File: config.mk
export PLATFORM = sky130hd
export DESIGN_NAME = step_accum8_flat
export DESIGN_NICKNAME = d
export VERILOG_FILES = /design/src/rtl/step_accum8_if.sv /design/src/rtl/step_accum8.sv /design/src/flat_wrapper.sv
export SDC_FILE = /design/constraint.sdc
export NUM_CORES = 1
export LEC_CHECK = 0
export ABC_AREA = 1
export CAP_MARGIN = 20
export CORE_ASPECT_RATIO = 0.8
export CORE_MARGIN = 5
export CORE_UTILIZATION = 45
export CTS_BUF_LIST = sky130_fd_sc_hd__clkbuf_4
export DETAILED_ROUTE_END_ITERATION = 12
export DONT_BUFFER_PORTS = 1
export MAX_ROUTING_LAYER = met4
export PLACE_DENSITY = 0.64
export SLEW_MARGIN = 10
export SYNTH_ARGS = -nofsm -noshare
export SYNTH_HDL_FRONTEND = slang
export SYNTH_SLANG_ARGS = --single-unit
File: constraint.sdc
create_clock -name clk -period 1.59 [get_ports clk]
set_input_delay 0.2385 -clock clk [delete_from_list [all_inputs] [get_ports clk]]
set_output_delay 0.2385 -clock clk [all_outputs]
set_load 0.02 [all_outputs]
File: src/rtl/step_accum8_if.sv
// Handshake and observation bundle for the step_accum8 accumulator stage.
// The master drives load/step/ready; the slave (the stage) returns the buffered result.
interface step_accum8_if #(
  parameter int unsigned WIDTH  = 8,
  parameter int unsigned WCNT_W = 4
);
  logic              load_i;
  logic [WIDTH-1:0]  load_val_i;
  logic              step_i;
  logic              step_rdy_o;
  logic              out_vld_o;
  logic              out_rdy_i;
  logic [WIDTH-1:0]  out_val_o;
  logic              out_wrap_o;
  logic [WIDTH-1:0]  acc_o;
  logic [WCNT_W-1:0] wrap_cnt_o;

  modport master (
    output load_i, load_val_i, step_i, out_rdy_i,
    input  step_rdy_o, out_vld_o, out_val_o, out_wrap_o, acc_o, wrap_cnt_o
  );

  modport slave (
    input  load_i, load_val_i, step_i, out_rdy_i,
    output step_rdy_o, out_vld_o, out_val_o, out_wrap_o, acc_o, wrap_cnt_o
  );
endinterface

File: src/rtl/step_accum8.sv
// Registered accumulator around a constant-operand adder, with a one-entry
// valid/ready output buffer and a saturating carry-event counter.
module step_accum8 #(
  parameter int unsigned      WIDTH    = 8,
  parameter logic [WIDTH-1:0] STEP     = WIDTH'(5),
  parameter bit               SAT_MODE = 1'b0,
  parameter int unsigned      WCNT_W   = 4
) (
  input  logic         clk,
  input  logic         rst,
  step_accum8_if.slave bus
);

  localparam int unsigned       SUM_W    = WIDTH + 1;
  localparam logic [WCNT_W-1:0] WCNT_MAX = '1;

  typedef enum logic {
    EMPTY = 1'b0,
    FULL  = 1'b1
  } state_t;

  state_t            state;
  state_t            state_nxt;
  logic [WIDTH-1:0]  acc_q;
  logic [WIDTH-1:0]  out_val_q;
  logic              out_wrap_q;
  logic [WCNT_W-1:0] wcnt_q;

  logic [SUM_W-1:0]  sum_ext;
  logic [WIDTH-1:0]  sum;
  logic              co;
  logic [WIDTH-1:0]  acc_nxt;
  logic              step_rdy;
  logic              step_acc;

  // Constant-operand adder: purely combinational, operand A is the accumulator.
  assign sum_ext = SUM_W'(acc_q) + SUM_W'(STEP);
  assign sum     = sum_ext[WIDTH-1:0];
  assign co      = sum_ext[WIDTH];
  assign acc_nxt = (SAT_MODE && co) ? {WIDTH{1'b1}} : sum;

  // Load wins over step; a full buffer only frees up when downstream takes it.
  assign step_rdy = !rst && !bus.load_i && ((state == EMPTY) || bus.out_rdy_i);
  assign step_acc = bus.step_i && step_rdy;

  always_ff @(posedge clk or posedge rst) begin
    if (rst) begin
      state <= EMPTY;
    end else begin
      state <= state_nxt;
    end
  end

  always_comb begin
    state_nxt = state;
    case (state)
      EMPTY: begin
        if (step_acc) begin
          state_nxt = FULL;
        end
      end
      FULL: begin
        if (step_acc) begin
          state_nxt = FULL;
        end else if (bus.out_rdy_i) begin
          state_nxt = EMPTY;
        end
      end
      default: state_nxt = EMPTY;
    endcase
  end

  // Accumulator and output buffer; the buffer is untouched by a load.
  always_ff @(posedge clk or posedge rst) begin
    if (rst) begin
      acc_q      <= '0;
      out_val_q  <= '0;
      out_wrap_q <= 1'b0;
    end else begin
      if (bus.load_i) begin
        acc_q <= bus.load_val_i;
      end else if (step_acc) begin
        acc_q <= acc_nxt;
      end
      if (step_acc) begin
        out_val_q  <= acc_nxt;
        out_wrap_q <= co;
      end
    end
  end

  // Carry events since reset or the last load, held at all-ones.
  always_ff @(posedge clk or posedge rst) begin
    if (rst) begin
      wcnt_q <= '0;
    end else if (bus.load_i) begin
      wcnt_q <= '0;
    end else if (step_acc && co && (wcnt_q != WCNT_MAX)) begin
      wcnt_q <= wcnt_q + WCNT_W'(1);
    end
  end

  assign bus.step_rdy_o = step_rdy;
  assign bus.out_vld_o  = (state == FULL);
  assign bus.out_val_o  = out_val_q;
  assign bus.out_wrap_o = out_wrap_q;
  assign bus.acc_o      = acc_q;
  assign bus.wrap_cnt_o = wcnt_q;

endmodule

File: src/flat_wrapper.sv
// flat-port wrapper written by rule: the top's interface ports become plain ports
module step_accum8_flat 
#(
  parameter int unsigned      WIDTH    = 8,
  parameter logic [WIDTH-1:0] STEP     = WIDTH'(5),
  parameter bit               SAT_MODE = 1'b0,
  parameter int unsigned      WCNT_W   = 4
)
  (clk, rst, bus_load_i, bus_load_val_i, bus_step_i, bus_out_rdy_i, bus_step_rdy_o, bus_out_vld_o, bus_out_val_o, bus_out_wrap_o, bus_acc_o, bus_wrap_cnt_o);
  step_accum8_if #(.WIDTH(WIDTH), .WCNT_W(WCNT_W)) bus_i ();
  input  logic clk;
  input  logic rst;
  input wire logic [$bits(bus_i.load_i)-1:0] bus_load_i;
  input wire logic [$bits(bus_i.load_val_i)-1:0] bus_load_val_i;
  input wire logic [$bits(bus_i.step_i)-1:0] bus_step_i;
  input wire logic [$bits(bus_i.out_rdy_i)-1:0] bus_out_rdy_i;
  output wire logic [$bits(bus_i.step_rdy_o)-1:0] bus_step_rdy_o;
  output wire logic [$bits(bus_i.out_vld_o)-1:0] bus_out_vld_o;
  output wire logic [$bits(bus_i.out_val_o)-1:0] bus_out_val_o;
  output wire logic [$bits(bus_i.out_wrap_o)-1:0] bus_out_wrap_o;
  output wire logic [$bits(bus_i.acc_o)-1:0] bus_acc_o;
  output wire logic [$bits(bus_i.wrap_cnt_o)-1:0] bus_wrap_cnt_o;
  assign bus_i.load_i = bus_load_i;
  assign bus_i.load_val_i = bus_load_val_i;
  assign bus_i.step_i = bus_step_i;
  assign bus_i.out_rdy_i = bus_out_rdy_i;
  assign bus_step_rdy_o = bus_i.step_rdy_o;
  assign bus_out_vld_o = bus_i.out_vld_o;
  assign bus_out_val_o = bus_i.out_val_o;
  assign bus_out_wrap_o = bus_i.out_wrap_o;
  assign bus_acc_o = bus_i.acc_o;
  assign bus_wrap_cnt_o = bus_i.wrap_cnt_o;
  step_accum8 #(.WIDTH(WIDTH), .STEP(STEP), .SAT_MODE(SAT_MODE), .WCNT_W(WCNT_W)) u_core (.clk(clk), .rst(rst), .bus(bus_i));
endmodule
After elaboration in Yosys (flattened, before gate mapping):

Cells that the tools add are included.

* register bits after elaboration: 22
* input bits: 13

* add/subtract/negate cells: 2
* eq/ne operators: 1
* mux-type cells: 8
* bitwise gates (word level): 1
* reductions and logical operators: 10

Operators by type and width (count)
* two-way mux 8 bit: 2
* adder 8 x 3 -> 9 bit (second input constant): 1
* two-way mux 4 bit: 2
* logical AND 1 bit: 5
* adder 4 x 1 -> 4 bit (second input constant): 1
* != test 4 bit (second input constant): 1
* nonzero test 2 bit: 2
* two-way mux 1 bit: 3
* logical NOT 1 bit: 2
* case mux 1 bit (2 select lines): 1
* logical OR 1 bit: 1
* inverter 1 bit: 1

Longest topological paths before layout:

Gate-level depths: netlist of the first run.

* word-level depth: 8
* mapped depth: 7

Worst setup path after synthesis of the first run:

Ideal clock, no wire load.

* kind: flip-flop to flip-flop
* from: register u_core.acc_q[0], in the netlist u_core.bus.acc_o[0]
* to: register u_core.wcnt_q[2], in the netlist u_core.bus.wrap_cnt_o[2]
* data arrival time: 1.194 ns
* data required time: 1.471 ns
* slack: 0.278 ns
* cell stages (with the launch flop): 7
* path buffers: 0
* period minus slack after synthesis: 1.312 ns
* path through: dfrtp_1 > ha_1 > o21ai_0 > nor2_1 > nand3_4 > nand3_1 > nand2_1

* cells in the longest elaborated chain, start to end: 4

RTL lines
* start, declared: RTL line step_accum8.sv:24 `logic [WIDTH-1:0] acc_q;`
* start signal, assigned: RTL line step_accum8.sv:81 `acc_q <= bus.load_val_i;`
* start signal, assigned: RTL line step_accum8.sv:83 `acc_q <= acc_nxt;`
* adder 8 x 3 -> 9 bit: RTL line step_accum8.sv:37 `assign sum_ext = SUM_W'(acc_q) + SUM_W'(STEP);`
* logical AND 1 bit (2 in a row): RTL line step_accum8.sv:98 `end else if (step_acc && co && (wcnt_q != WCNT_MAX)) begin`
* nonzero test 2 bit (no line)
* end signal, assigned: RTL line step_accum8.sv:99 `wcnt_q <= wcnt_q + WCNT_W'(1);`
* end, declared: RTL line step_accum8.sv:27 `logic [WCNT_W-1:0] wcnt_q;`

No other way between the ends.
A chain may end at the register's enable or synchronous reset.

Final worst setup path of the first run:

* from: register u_core.acc_q[1], in the netlist u_core.bus.acc_o[1]
* to: register u_core.wcnt_q[1], in the netlist u_core.bus.wrap_cnt_o[1]

Same word-level chain as after synthesis.

==> results.json, run 1 <==
{
  "final_cell_mix": "nand2_1, dfrtp_1, inv_1",
  "routed_wl_um": 2553,
  "rsz0062_at_grt": "no",
  "utilization_pct": 53.18,
  "drv_cap": 0,
  "drt_iter0_drc": 37,
  "track_usage_pct": 15.10,
  "worst_setup_path_end_kind": "flop",
  "vias": 914,
  "slew_viol_final": 0,
  "pwr-share-seq_pct": 61.2,
  "r2r_setup_slack_ps": 150,
  "clock_latency_ps": 300,
  "initial_core_util_pct": 47.83,
  "hold_path.class": "input port to flop",
  "max_freq_ghz": 0.6962,
  "slew_headroom_pct": 75.18,
  "netSwitchingFraction_pct": 35.86,
  "cts_resized": 0,
  "final_common_cell": "nand2_1",
  "cp.required_ps": 1840,
  "critPathMaxFanout": 4,
  "synthesis.nets": 159,
  "synthCells": 144,
  "clock_tree.root_cell": "clkbuf_4",
  "clk_path_buf_depth": 2,
  "ioPinCount": 36,
  "core-area_um2": 2482,
  "cts_tree": "built",
  "grt_pass1_vias": 895,
  "dieArea_um2": 3772,
  "die_width_um": 67.43,
  "port_buffers": 0,
  "fin_worst_skew_ps": 3.168,
  "finalCritPeriodShare_pct": 90.34,
  "tightest_slew_ps": 372.3,
  "cts-htree-levels": 1,
  "grt_pass1_wl_um": 4195,
  "syn_area_um2": 1187,
  "p_leak_nw": 0.7261,
  "fin_area_um2": 1320,
  "ant_nets": 0,
  "antenna_found_initial": 0,
  "diodes": 0,
  "globalRouteOverflowTotal": 0,
  "grt_max_degree": 23,
  "syn_area_per_cell_um2": 8.246,
  "p_clk_share_pct": 20.0,
  "rows": 16,
  "cts.sinks": 22,
  "totalPowerFinal_w": 0.001275,
  "critPathKind": "flop to flop",
  "crit_arrival_ps": 1690,
  "synth_cell_type_count": 21,
  "hold_viol": 0,
  "place_area_um2": 1284,
  "cts_buffers": 3,
  "path_buf_inv": 0,
  "fin_crit_ps": 1436,
  "drive_above_1_share_pct": 14.10,
  "drc_errors": 0,
  "path_cells": "ha_1 -> nor2_1 -> nor2_1 -> nand2_1 -> nor2_4 -> nand4_1 -> nand2_1",
  "firstDrtPassIters": 4,
  "setup_violations": 0,
  "whs_ps": 59.19,
  "path_delay_family": "simple AND/OR/NAND/NOR gates",
  "critical_path.max_stage_delay_ps": 510,
  "cp-start-kind": "flop",
  "nets": 172,
  "ys_seq_area_share_pct": 46.36,
  "area_growth_pct": 11.17,
  "die_h_um": 55.95,
  "ir_drop_mv": 0.5783,
  "place.gp.congestion": 0.7805,
  "powerDensity_nw_per_um2": 966.1,
  "pwr-share-comb_pct": 18.9,
  "internal-power_w": 0.0008180,
  "cts.reportedPaths.clkPinSlew_ps": 120,
  "hpwl_um": 1983,
  "slowest_stage": "dfrtp_1",
  "synth_seq_cells": 22,
  "ys_warn_count": 0,
  "wl_per_cell_um": 13.30,
  "outcome": "complete, no violations",
  "fin_tns_setup_ps": 0,
  "switchingPower_w": 0.0004573,
  "vias_per_cell": 4.760
}
[power groups by stage]
| stage | combinational (W) | sequential (W) | clock [W] |
|---|---|---|---|
| 3_3_place_gp | 0.000237 | 0.000790 | 0 |
| 4_1_cts | 0.000244 | 0.000783 | 0.000266 |
| 5_1_grt | 0.000274 | 0.000793 | 0.000300 |
| 3_5_place_dp | 0.000241 | 0.000793 | 0 |
| 6_report | 0.000240 | 0.000780 | 0.000255 |
| 2_1_floorplan | 0.000167 | 0.000793 | 0 |
[final timing paths]
path,start,endpoint,cells after the start
max,u_core.bus.acc_o[1],u_core.bus.wrap_cnt_o[1],7
min,bus_load_i,u_core.bus.acc_o[2],2
max reg2reg,u_core.bus.acc_o[1],u_core.bus.wrap_cnt_o[1],7
min reg2reg,u_core.bus.out_val_o[3],u_core.bus.out_val_o[3],2
max in group asynchronous,rst,u_core.bus.wrap_cnt_o[1],3
min in group asynchronous,rst,u_core.bus.acc_o[5],3
[repair_timing]
action / CTS / global route
setup buffers: 0 / 0
hold buffers: 1 / 0
endpoints found under the hold margin: 22 / 0
[layout make-up]
cell class / count / area, um2
Fill cell: 262 / 1162
Sequential cell: 22 / 550.5
Clock buffer: 3 / 22.52
Clock inverter: 1 / 3.754
Timing Repair Buffer: 10 / 77.57
Multi-Input combinational cell: 100 / 545.5
Tap cell: 36 / 45.04
Inverter: 20 / 75.07
[flip-flops by register name, indices dropped and copies added, names as in the netlist]
signal / cells
u_core.bus.out_val_o: 8
u_core.bus.out_wrap_o: 1
u_core.bus.wrap_cnt_o: 4
u_core.bus.out_vld_o: 1
u_core.bus.acc_o: 8
[routing by layer]
layer | global-route usage, % | wire (um)
met4 | 3.468 | 15
met5 | - | 0
met3 | 6.667 | 218
met2 | 22.97 | 1126
met1 | 18.34 | 1193
[logic make-up (layout without fill, tap and decap cells)]
group | Yosys count | in the layout | share of synthesized area, %
xor gates and xnor gates | 2 | 2 | 1.476
DFF | 22 | 22 | 46.36
AOI/OAI and AO/OA | 9 | 9 | 4.848
buffers and inverters | 22 | 34 | 7.692
adders and majority gates | 2 | 2 | 2.107
and+or+nand+nor | 87 | 87 | 37.51
[through the flow]
step | cells | worst slack [ps]
after floorplan | 144 | 277.9
after global placement | 187 | 213.7
after detailed placement | 187 | 185.6
after CTS | 192 | 148.6
after global routing | 192 | 12.74
final | 192 | 153.5
[synthesized netlist by cell type]
library cell | n | share of area, %
nand3_2 | 1 | 0.84
nor2_2 | 1 | 0.53
nor2_8 | 2 | 3.4
nand3_1 | 12 | 5.1
buf_2 | 1 | 0.42
nor2_4 | 1 | 0.95
ha_1 | 2 | 2.1
buf_6 | 1 | 0.95
o21ai_0 | 4 | 1.7
nor2_1 | 4 | 1.3
nand2_2 | 1 | 0.53
nand2_1 | 55 | 17
inv_1 | 19 | 6.0
or2_1 | 1 | 0.53
dfrtp_1 | 22 | 46
xor2_1 | 2 | 1.5
nand2_4 | 1 | 0.95
nand4_1 | 6 | 3.2
inv_2 | 1 | 0.32
o211ai_1 | 5 | 3.2
nand3_4 | 2 | 3.0
Power figures use the tool's default switching activity.
==> run 2: changes to the inputs <==
Settings changed: SKIP_LAST_GASP from default to 1.
Clock period 1.59 ns to 1.45 ns, I/O delays scaled along.
==> run 2 against run 1 <==
  * Utilization increased by 1.7 points
  * Critical path type unchanged
  * Critical endpoint is now u_core.bus.wrap_cnt_o[0]
  * Clock power increased by 11%
  * First-iteration DRC count is 11% higher
  * Worst setup slack worse by 42 ps
  * Highest routed layer unchanged
==> results.json, run 2 (synthesis results as in run 1) <==
{
  "path_cells": "ha_1 -> nor2_1 -> nor2_1 -> nand2_1 -> nor2_4 -> nand4_1 -> nand2_1",
  "min_from": "bus_load_i",
  "cts_buffers": 3,
  "fin_tns_setup_ps": 0,
  "path_buf_inv": 0,
  "track_usage_pct": 15.12,
  "min_path_cells": 2,
  "finalCritPeriodShare_pct": 92.32,
  "crit_arrival_ps": 1590,
  "outcome": "complete, no violations",
  "diodes": 0,
  "final_cell_mix": "nand2_1, dfrtp_1, inv_1",
  "fin_area_um2": 1363,
  "holdPathEnd": "u_core.bus.acc_o[1]",
  "routed_wl_um": 2564,
  "clock_tree.root_cell": "clkbuf_4",
  "rows": 16,
  "initial_core_util_pct": 47.83,
  "worst_setup_path_end_kind": "flop",
  "critical_path.max_stage_delay_ps": 460,
  "clk_path_buf_depth": 2,
  "max_freq_ghz": 0.7470,
  "area_growth_pct": 14.75,
  "grt_max_degree": 23,
  "antenna_found_initial": 0,
  "die_h_um": 55.95,
  "fin_worst_skew_ps": 1.476,
  "tightest_slew_ps": 319.7,
  "fill_cells": 249,
  "cp.required_ps": 1700,
  "globalRouteOverflowTotal": 0,
  "cp-start-kind": "flop",
  "port_buffers": 0,
  "wl_per_cell_um": 13.02,
  "whs_ps": 42.72,
  "cts-htree-levels": 1,
  "drt_iter0_drc": 41,
  "setup_violations": 0,
  "path_delay_family": "simple AND/OR/NAND/NOR gates",
  "vias_per_cell": 4.909,
  "die_width_um": 67.43,
  "vias": 967,
  "firstDrtPassIters": 4,
  "critPathKind": "flop to flop",
  "clock_latency_ps": 300,
  "slew_headroom_pct": 78.69,
  "drive_above_1_share_pct": 18.63,
  "core-area_um2": 2482,
  "drv_cap": 0,
  "hold_viol": 0,
  "hold_path.class": "input port to flop",
  "nets": 177,
  "r2r_end": "u_core.bus.wrap_cnt_o[0]",
  "p_leak_nw": 0.7490,
  "grt_pass1_vias": 894,
  "dieArea_um2": 3772,
  "layout.cells.non_filler": 197,
  "cp-startpoint": "u_core.bus.acc_o[1]",
  "drc_errors": 0,
  "r2r_setup_slack_ps": 110,
  "ir_drop_mv": 0.6594,
  "critPathMaxFanout": 4,
  "slowest_stage": "dfrtp_2",
  "ant_nets": 0,
  "worstReg2RegStart": "u_core.bus.acc_o[1]",
  "fin_crit_ps": 1339,
  "place_area_um2": 1321,
  "hpwl_um": 2037,
  "cts_tree": "built",
  "powerDensity_nw_per_um2": 1044,
  "place.gp.congestion": 0.7853,
  "ioPinCount": 36,
  "slew_viol_final": 0,
  "grt_pass1_wl_um": 4167,
  "rsz0062_at_grt": "no",
  "cts.sinks": 22,
  "dp_cells": 192,
  "post-cts-setup-buffer-count": 0,
  "reg2reg_depth": 7,
  "cts.reportedPaths.clkPinSlew_ps": 120,
  "final_common_cell": "nand2_1"
}
-- run 2: worst max path at each step --
stage                                to  depth (start not counted)  slack [ps]
6_report       u_core.bus.wrap_cnt_o[0]                          7         110
3_5_place_dp   u_core.bus.wrap_cnt_o[2]                          6          40
5_1_grt        u_core.bus.wrap_cnt_o[0]                          7           4
3_3_place_gp   u_core.bus.wrap_cnt_o[0]                          6          70
4_1_cts        u_core.bus.wrap_cnt_o[2]                          6          10
2_1_floorplan  u_core.bus.wrap_cnt_o[2]                          6         140
-- run 2: area by class of cell --
class / count / area, um2 / share of cell area [%]
Sequential cell: 22 / 553.0 / 40.59
Timing Repair Buffer: 15 / 115.1 / 8.448
Clock inverter: 1 / 3.754 / 0.2755
Multi-Input combinational cell: 100 / 548.0 / 40.22
Inverter: 20 / 75.07 / 5.510
Clock buffer: 3 / 22.52 / 1.653
Tap cell: 36 / 45.04 / 3.306
-- run 2: where the power goes --
part	switching (W)	total [W]	internal, W	leakage (nW)
Sequential	0.000144	0.000841	0.000697	0.277
Combinational	0.000184	0.000300	0.000115	0.457
Clock	0.000181	0.000282	0.000100	0.0154
Total	0.000509	0.00142	0.000913	0.749
-- run 2: what timing repair did --
action,4_1_cts,5_1_grt
gates resized for setup,0,4
endpoints found under the setup margin,0,10
hold buffers,1,0
endpoints found under the hold margin,22,0
-- run 2: through the flow --
stage	utilization, %	setup slack (ps)	power, W
finish	54.89	111.3	0.001422
global route	54.89	4.207	0.001515
CTS	54.69	13.80	0.001440
detailed placement	53.23	42.95	0.001152
global placement	53.23	68.98	0.001143
floorplan	-	137.9	0.001052
-- run 2: per-layer routing --
metal	global-route usage, %	share of wire (%)
met1	18.27	45
met2	22.41	45
met3	7.071	9.6
met4	4.335	0.59
met5	-	0
-- run 2: worst register-to-register path, delay by kind of cell (launching register included) --
family / cells / cell delay (ps)
adders and majority gates: 1 / 210
DFF: 1 / 460
and+or+nand+nor: 6 / 610
